**config.mk**
```make
export PLATFORM = sky130hd
export DESIGN_NAME = decoder_buffered
export DESIGN_NICKNAME = d
export VERILOG_FILES = /design/src/rtl/decoder_buffered.sv
export SDC_FILE = /design/constraint.sdc
export NUM_CORES = 1
export LEC_CHECK = 0
export ABC_CLOCK_PERIOD_IN_PS = 2630
export BUFFER_PORTS_ARGS = -buffer_cell sky130_fd_sc_hd__buf_2
export CORE_MARGIN = 4
export CORE_UTILIZATION = 35
export DETAILED_ROUTE_END_ITERATION = 16
export SLEW_MARGIN = 15
export SYNTH_ARGS = -nofsm -noshare
export SYNTH_HDL_FRONTEND = slang
export SYNTH_SLANG_ARGS = --single-unit
```
**constraint.sdc**
```tcl
create_clock -name clk -period 2.63 [get_ports clk]
set_clock_uncertainty 0.05 [all_clocks]
set_input_delay 0.526 -clock clk [delete_from_list [all_inputs] [get_ports clk]]
set_output_delay 0.526 -clock clk [all_outputs]
set_load 0.02 [all_outputs]
```
**src/rtl/decoder_buffered.sv**
```systemverilog
// rtl/decoder_buffered.sv - buffered 3-to-8 decoder with valid/ready FIFO
module decoder_buffered #(
  parameter int DEPTH = 4
) (
  input  logic                     clk,
  input  logic                     rst_n,
  input  logic [2:0]               in_code,
  input  logic                     in_enable,
  input  logic                     in_valid,
  output logic                     in_ready,
  output logic [7:0]               out_onehot,
  output logic                     out_valid,
  input  logic                     out_ready,
  output logic [$clog2(DEPTH):0]   count
);

  localparam int AW = $clog2(DEPTH);
  localparam int CW = AW + 1;
  localparam logic [CW-1:0] FULL_COUNT = CW'(DEPTH);

  // Each entry is {enable, code}; the decode happens on the way out.
  logic [3:0]    mem_q [DEPTH];
  logic [AW-1:0] wr_ptr_q, wr_ptr_d;
  logic [AW-1:0] rd_ptr_q, rd_ptr_d;
  logic [CW-1:0] count_q, count_d;

  logic       push;
  logic       pop;
  logic [3:0] head;

  // Handshake status depends only on the registered count, so no in_* to out_* path exists.
  always_comb begin
    in_ready  = (count_q != FULL_COUNT);
    out_valid = (count_q != '0);
    push      = in_valid && in_ready;
    pop       = out_valid && out_ready;
  end

  // Next-state for pointers and occupancy; pointers wrap naturally at DEPTH.
  always_comb begin
    wr_ptr_d = wr_ptr_q;
    rd_ptr_d = rd_ptr_q;
    count_d  = count_q;
    if (push) wr_ptr_d = wr_ptr_q + AW'(1);
    if (pop)  rd_ptr_d = rd_ptr_q + AW'(1);
    if (push && !pop)      count_d = count_q + CW'(1);
    else if (pop && !push) count_d = count_q - CW'(1);
  end

  // Control state; reset discards all entries by clearing pointers and count.
  always_ff @(posedge clk or negedge rst_n) begin
    if (!rst_n) begin
      wr_ptr_q <= '0;
      rd_ptr_q <= '0;
      count_q  <= '0;
    end else begin
      wr_ptr_q <= wr_ptr_d;
      rd_ptr_q <= rd_ptr_d;
      count_q  <= count_d;
    end
  end

  // Storage array is left uncleared; stale contents are never visible because count gates them.
  always_ff @(posedge clk) begin
    if (push) mem_q[wr_ptr_q] <= {in_enable, in_code};
  end

  // Decode the head entry; disabled entries and the empty FIFO both present all-zero.
  always_comb begin
    head       = mem_q[rd_ptr_q];
    out_onehot = 8'h00;
    if (out_valid && head[3]) out_onehot = 8'h01 << head[2:0];
  end

  assign count = count_q;

endmodule
```
==> summary.md, run 1 <==
| Metric | Value |
|---|---|
| Post-synthesis sequential area ratio | 0.591 |
| Clk Latency, worst-skew pair | a little over 0.3 ns |
| Remaining antenna violation count after routing | 0 |
| YS warnings | 0 |
| Total grt overflow | 0 |
| Synthesis-to-layout area growth | 18.2% |
| ANT cells | 0 |
| Top cells by area, synth | edfxtp_1 (43%), dfrtp_1 (16%), ha_1 (5.6%) |
| Global-route usage over all layers | 0.0990 |
| Sw Ratio | 0.387 |
| Max-Cap Viols | 0 |
| Worst setup SP type | flop |
| Peak VDD IR | 0.383 mV |
| Vias/cell | 4.47 |
| Placed wire-length estimate | 1380 um |
| Internal power | 0.000855 W |
| Chip Width | 64.3 um |
| Setup CP Type | reg2out |
| Total power | around 0.0014 W |
| Status | completed |
| Layout cells sized above 1 | 0.314 |
| Synth cell types | 21 |
| Combinational power share | 0.455 |
| Leading area contributor after synthesis | edfxtp_1 |
| Achievable clock frequency | 401 MHz |
| CTS tree | built |
| DRT iter0 DRCs | 23 |
| Initial Util | 0.364 |
| Die Height | 64.3 um |
| RSZ-0062 raised after global routing | no |
| IO Pins | 21 |
| GP Congestion | between 0.6 and 0.7 |
| Port Buffers | 20 |
| Tmin final | 2.49 ns |
| Mean post-synth cell area | ~14 um^2 |
| Mapped Area | 0.00111 mm^2 |
| WP data arrival | 1.92 ns |
| Full die area | 0.00414 mm^2 |
| Clk pin slew, worst setup/hold paths | 0.12 ns |
| Critical-path maximum fanout | 6 |
| Vias in the first global route | 693 |
| Drt first pass iters | 2 |
| Initial antenna violation count | 0 |
| FF+latch count, synth | 23 |
| Top cell type's share of synthesized area | 0.433 |
| Nets | between 100 and 150 |
| Final hold vios | 0 |
| Worst path required time | 2.05 ns |
| Post-Place Worst Slack | 0.376 ns |
| Syn Inst Count | between 70 and 80 |
| Drt wl/cell | 11.7 um |
| Routed wire length | 1740 um |
| DRC violations left | 0 |
| Mapped Nets | 93 |
| CTS H-tree depth | 1 |
| Number of buffers created by CTS | 3 |
| Clock network power share | 0.114 |
| Final Max Tran Viols | 0 |
| Slew margin rel. | 0.764 |
| Worst slew pin tran | 0.345 ns |
| Psw | 0.000541 W |
| Leak | 0.539 nW |
| CP Capture Type | output pin |
| Final Cycle Share | 0.948 |
| Worst Hold Class | in2reg |
| Clock tree buffer depth | 2 |
| Via count | around 670 |
| Final setup TNS | 0 ns |
| CTS sink count | 23 |
| Final setup viols | 0 |
| Clk root buf | clkbuf_4 |
| Worst setup margin | 0.136 ns |
| Pwr per Cell Area | ~1100 mW/mm^2 |
| Largest net degree at the start of global routing | 14 |
| FP Rows | 20 |
| Seq pwr share | 0.431 |
| Core Area | 0.00305 mm^2 |
| First-pass GRT wire length | about 3100 um |
final timing paths:
kind	slack (ns)	startpoint	endpoint	cells after the start
worst max-delay path	0.14	rd_ptr_q[0]$_DFFE_PN0P_	out_onehot[4]	4
worst min-delay path	0.38	in_code[0]	mem_q[0][0]$_DFFE_PP_	1
worst max register to register	0.47	count[0]$_DFFE_PN0P_	count[2]$_DFFE_PN0P_	9
worst min register to register	0.51	count[2]$_DFFE_PN0P_	count[2]$_DFFE_PN0P_	1
max in group asynchronous	1.85	rst_n	rd_ptr_q[0]$_DFFE_PN0P_	2
min in group asynchronous	0.51	rst_n	wr_ptr_q[1]$_DFFE_PN0P_	2
registers in the layout (all words and copies together), names as in the netlist:
name / count
count: 3
rd_ptr_q: 2
mem_q: 16
wr_ptr_q: 2
cells in the mapped netlist:
| cell | number |
|---|---|
| mux4_2 | 1 |
| nor2_1 | 2 |
| mux2i_1 | 3 |
| dfrtp_1 | 7 |
| mux2_2 | 3 |
| and2_1 | 4 |
| mux4_1 | 2 |
| ha_1 | 5 |
| buf_6 | 1 |
| inv_1 | 4 |
| nand2b_1 | 4 |
| xnor2_1 | 4 |
| or2_4 | 1 |
| a21boi_1 | 1 |
| nand3_1 | 1 |
| xor2_1 | 2 |
| edfxtp_1 | 16 |
| clkbuf_1 | 1 |
| nor3_1 | 9 |
| fa_1 | 1 |
| nand2_1 | 7 |
logic make-up after synthesis:
kind of cell | share of synthesized area
and+or+nand+nor | 0.129
DFF | 0.591
muxes | 0.125
xor gates and xnor gates | 0.0474
buffers and inverters | 0.0270
adders and majority gates | 0.0744
AOI/OAI and AO/OA | 0.00677
power by group through the flow:
stage / sequential, W / clock, W / combinational (W)
after CTS: 0.000608 / 0.000168 / 0.000620
after floorplan: 0.000598 / 0 / 0.000486
after detailed placement: 0.000616 / 0 / 0.000615
after global placement: 0.000611 / 0 / 0.000596
final: 0.000602 / 0.000159 / 0.000635
after global routing: 0.000621 / 0.000184 / 0.000718
timing repair:
item	4_1_cts	5_1_grt
hold buffers	1	0
buffers inserted	0	2
endpoints found under the setup margin	0	4
hold endpoints to repair	7	0
gates resized for setup	0	1
stage by stage:
stage                     hold slack, ns   util  area, um^2  instances
after detailed placement           0.326  0.412        1260        142
after global placement             0.323  0.412        1260        142
final                              0.381  0.430        1310        149
after global routing               0.357  0.430        1310        149
after CTS                          0.369  0.424        1290        147
after floorplan                    0.180      -        1110         79
layer usage:
metal / vias to the layer above / global-route usage / wire length, um / part of all wire
li1: 332 / - / - / -
met1: 315 / 0.123 / 830 / 0.48
met2: 15 / 0.157 / 792 / 0.45
met3: 4 / 0.0176 / 70 / 0.040
met4: 0 / 0.0633 / 49 / 0.028
met5: - / 0 / 0 / 0
cell type report:
cell class / count / area [um^2]
timing repair buffer: 24 / 133
tap: 44 / 55.1
clock inverter: 1 / 5.00
sequential: 23 / 657
clock buffer: 3 / 22.5
multi-input combinational: 50 / 424
fill: 290 / 1740
inverter: 4 / 15.0
worst max-delay path: stages (launching register included):
cell	delay [ns]
dfrtp_2	0.45
mux4_2	0.52
or2_4	0.26
nor3_1	0.19
buf_2	0.19
cells in the final DEF, fill, tap and decap left out:
cell / count
clkbuf_4: 3
dfrtp_1: 6
mux2_2: 3
fa_1: 1
or2_4: 1
mux2i_1: 3
mux4_1: 2
dlygate4sd3_1: 1
nor3_1: 9
dfrtp_2: 1
buf_2: 20
edfxtp_1: 16
inv_1: 4
a21boi_1: 1
xnor2_1: 4
nand3_1: 1
and2_1: 4
clkinv_2: 1
xor2_1: 2
mux4_2: 1
nand2b_1: 4
nor2_1: 2
nand2_1: 7
ha_1: 5
buf_4: 3
No activity file was read; power rests on OpenSTA's default activity.
==> run 2, diff against run 1 <==
==> constraint.sdc (replaced) <==
create_clock -name clk -period 2.63 [get_ports clk]
set_clock_uncertainty 0.05 [all_clocks]
set_input_delay 0 -clock clk [delete_from_list [all_inputs] [get_ports clk]]
set_output_delay 0 -clock clk [all_outputs]
set_load 0.02 [all_outputs]
==> run 2 against run 1 <==
  * First-iteration DRC count is 17% higher
  * Design area is 3.2% higher
  * Power is 0.51% lower
  * Sequential cell count stayed put
  * Hold slack worse by 0.27 ns
  * Sequential share of layout area is 1.7 points lower
  * Sequential power is 1% higher
==> summary.md, run 2 (same netlist as run 1, synthesis figures left out) <==
| Metric | Value |
|---|---|
| Pwr per Cell Area | 1030 mW/mm^2 |
| Total power | about 0.0014 W |
| Final Cycle Share | 0.812 |
| Layout cells sized above 1 | 0.266 |
| R2R Path Start | count[0]$_DFFE_PN0P_ |
| Die Height | 64.3 um |
| Clk Latency, worst-skew pair | 0.31 ns |
| Initial antenna violation count | 0 |
| Clock tree buffer depth | 2 |
| Worst slew pin tran | 0.351 ns |
| Drt first pass iters | 4 |
| Status | completed |
| M1 GR Usage | 0.120 |
| GR peak layer | met2 |
| Clk pin slew, worst setup/hold paths | 0.13 ns |
| Port Buffers | 20 |
| Critical-path maximum fanout | 5 |
| Number of buffers created by CTS | 3 |
| Hold Crit Endpoint | wr_ptr_q[0]$_DFFE_PN0P_ |
| Clk root buf | clkbuf_4 |
| Initial Util | 0.364 |
| Leak | 0.553 nW |
| Vias in the first global route | 687 |
| Final setup TNS | 0 ns |
| Max-Cap Viols | 0 |
| Peak VDD IR | around 0.31 mV |
| Core Area | about 0.003 mm^2 |
| Drt wl/cell | 11.3 um |
| IO Pins | 21 |
| Reg2Reg Depth | 9 |
| Final setup viols | 0 |
| Grt met2 use | 0.149 |
| Slew margin rel. | 0.765 |
| Routed wire length | roughly 1700 um |
| Fill count | 298 |
| Synthesis-to-layout area growth | 22.0% |
| CTS sink count | 23 |
| Most common cell after layout, fill and taps aside | buf_2 |
| DRT iter0 DRCs | 27 |
| Most frequent cells in the layout | buf_2 (20), edfxtp_1 (16), nor3_1 (9) |
| Tmin final | 2.13 ns |
| Total grt overflow | 0 |
| WP data arrival | 2.33 ns |
| Worst path required time | roughly 2.8 ns |
| Remaining antenna violation count after routing | 0 |
| Worst Hold Class | in2reg |
| Hold Crit Depth | 4 |
| Achievable clock frequency | 468 MHz |
| Number of flip-flops in the largest register | 16 |
| FP Rows | 20 |
| Hold Startpoint | in_valid |
| First-pass GRT wire length | a little over 3000 um |
| DRC violations left | 0 |
| Post-CTS Setup Bufs | 0 |
| Vias/cell | approximately 4.4 |
| Full die area | 0.00414 mm^2 |
| GP Congestion | 0.706 |
| ANT cells | 0 |
| R2R Setup Slk | 0.50 ns |
| Final hold vios | 0 |
| Final Max Tran Viols | 0 |
| CTS H-tree depth | 1 |
| Seq. cell area | 656 um^2 |
| Global-route usage over all layers | 0.0960 |
| Worst setup SP type | flop |
| GR Util met3 | 0.0299 |
| Via count | 667 |
| Setup CP Type | reg2reg |
| Worst R2R End | count[2]$_DFFE_PN0P_ |
| Largest net degree at the start of global routing | 13 |
| Placed wire-length estimate | 1350 um |
| Largest reg by FF count | mem_q |
| Multi-input logic area | 424 um^2 |
| CP Capture Type | flop |
| CTS tree | built |
| Nets | roughly 120 |
| CTS Hold Bufs | 7 |
| RSZ-0062 raised after global routing | no |
| Chip Width | 64.3 um |
| Post-CTS Resized | 0 |
run 2: cell types whose count changed in the layout (fill, tap and decap cells not counted), sizes merged:
cell / previous run / this run
clkbuf: 3 / 4
clkinv: 1 / 0
buf: 23 / 21
dlygate4sd3: 1 / 7
run 2: critical path, stage by stage (launching register included):
cell	delay, ns
dfrtp_1	0.47
nor3_1	0.28
inv_1	0.12
nand2_1	0.12
ha_1	0.18
inv_1	0.06
fa_1	0.37
xor2_1	0.15
nor2_1	0.11
xor2_1	0.15
run 2: layout make-up:
cell class / count / area share
clock buffers: 4 / 0.0194
flip-flops and latches: 23 / 0.484
multi-input cells: 50 / 0.313
inverters: 4 / 0.0111
well taps: 44 / 0.0407
repair buffers: 28 / 0.131
run 2: metrics by stage:
stage	cells	instance area (um^2)	hold WS (ns)	worst slack, ns	utilization
after floorplan	79	1110	-0.346	0.485	-
after global placement	142	1260	-0.203	0.610	0.412
after detailed placement	142	1260	-0.198	0.535	0.412
after CTS	153	1350	0.110	0.496	0.443
after global routing	153	1350	0.152	0.338	0.443
final	153	1350	0.107	0.495	0.443
run 2: worst max path at each step:
stage                     cells past startpoint                    to            startpoint
final                                         9  count[2]$_DFFE_PN0P_  count[0]$_DFFE_PN0P_
after global routing                          9  count[2]$_DFFE_PN0P_  count[0]$_DFFE_PN0P_
after global placement                        9  count[2]$_DFFE_PN0P_  count[0]$_DFFE_PN0P_
after detailed placement                      9  count[2]$_DFFE_PN0P_  count[0]$_DFFE_PN0P_
after CTS                                     9  count[2]$_DFFE_PN0P_  count[0]$_DFFE_PN0P_
after floorplan                               9  count[2]$_DFFE_PN0P_  count[0]$_DFFE_PN0P_
run 2: power breakdown:
group	internal [W]	switching [W]	leakage (nW)
clock	0.0000592	0.000100	0.0150
combinational	0.000285	0.000337	0.310
sequential	0.000502	0.000105	0.228
total	0.000846	0.000542	0.553
run 2: routing by layer:
layer | vias to the layer above | part of all wire
li1 | 342 | -
met1 | 307 | 0.48
met2 | 16 | 0.45
met3 | 2 | 0.062
met4 | 0 | 0.016
met5 | - | 0
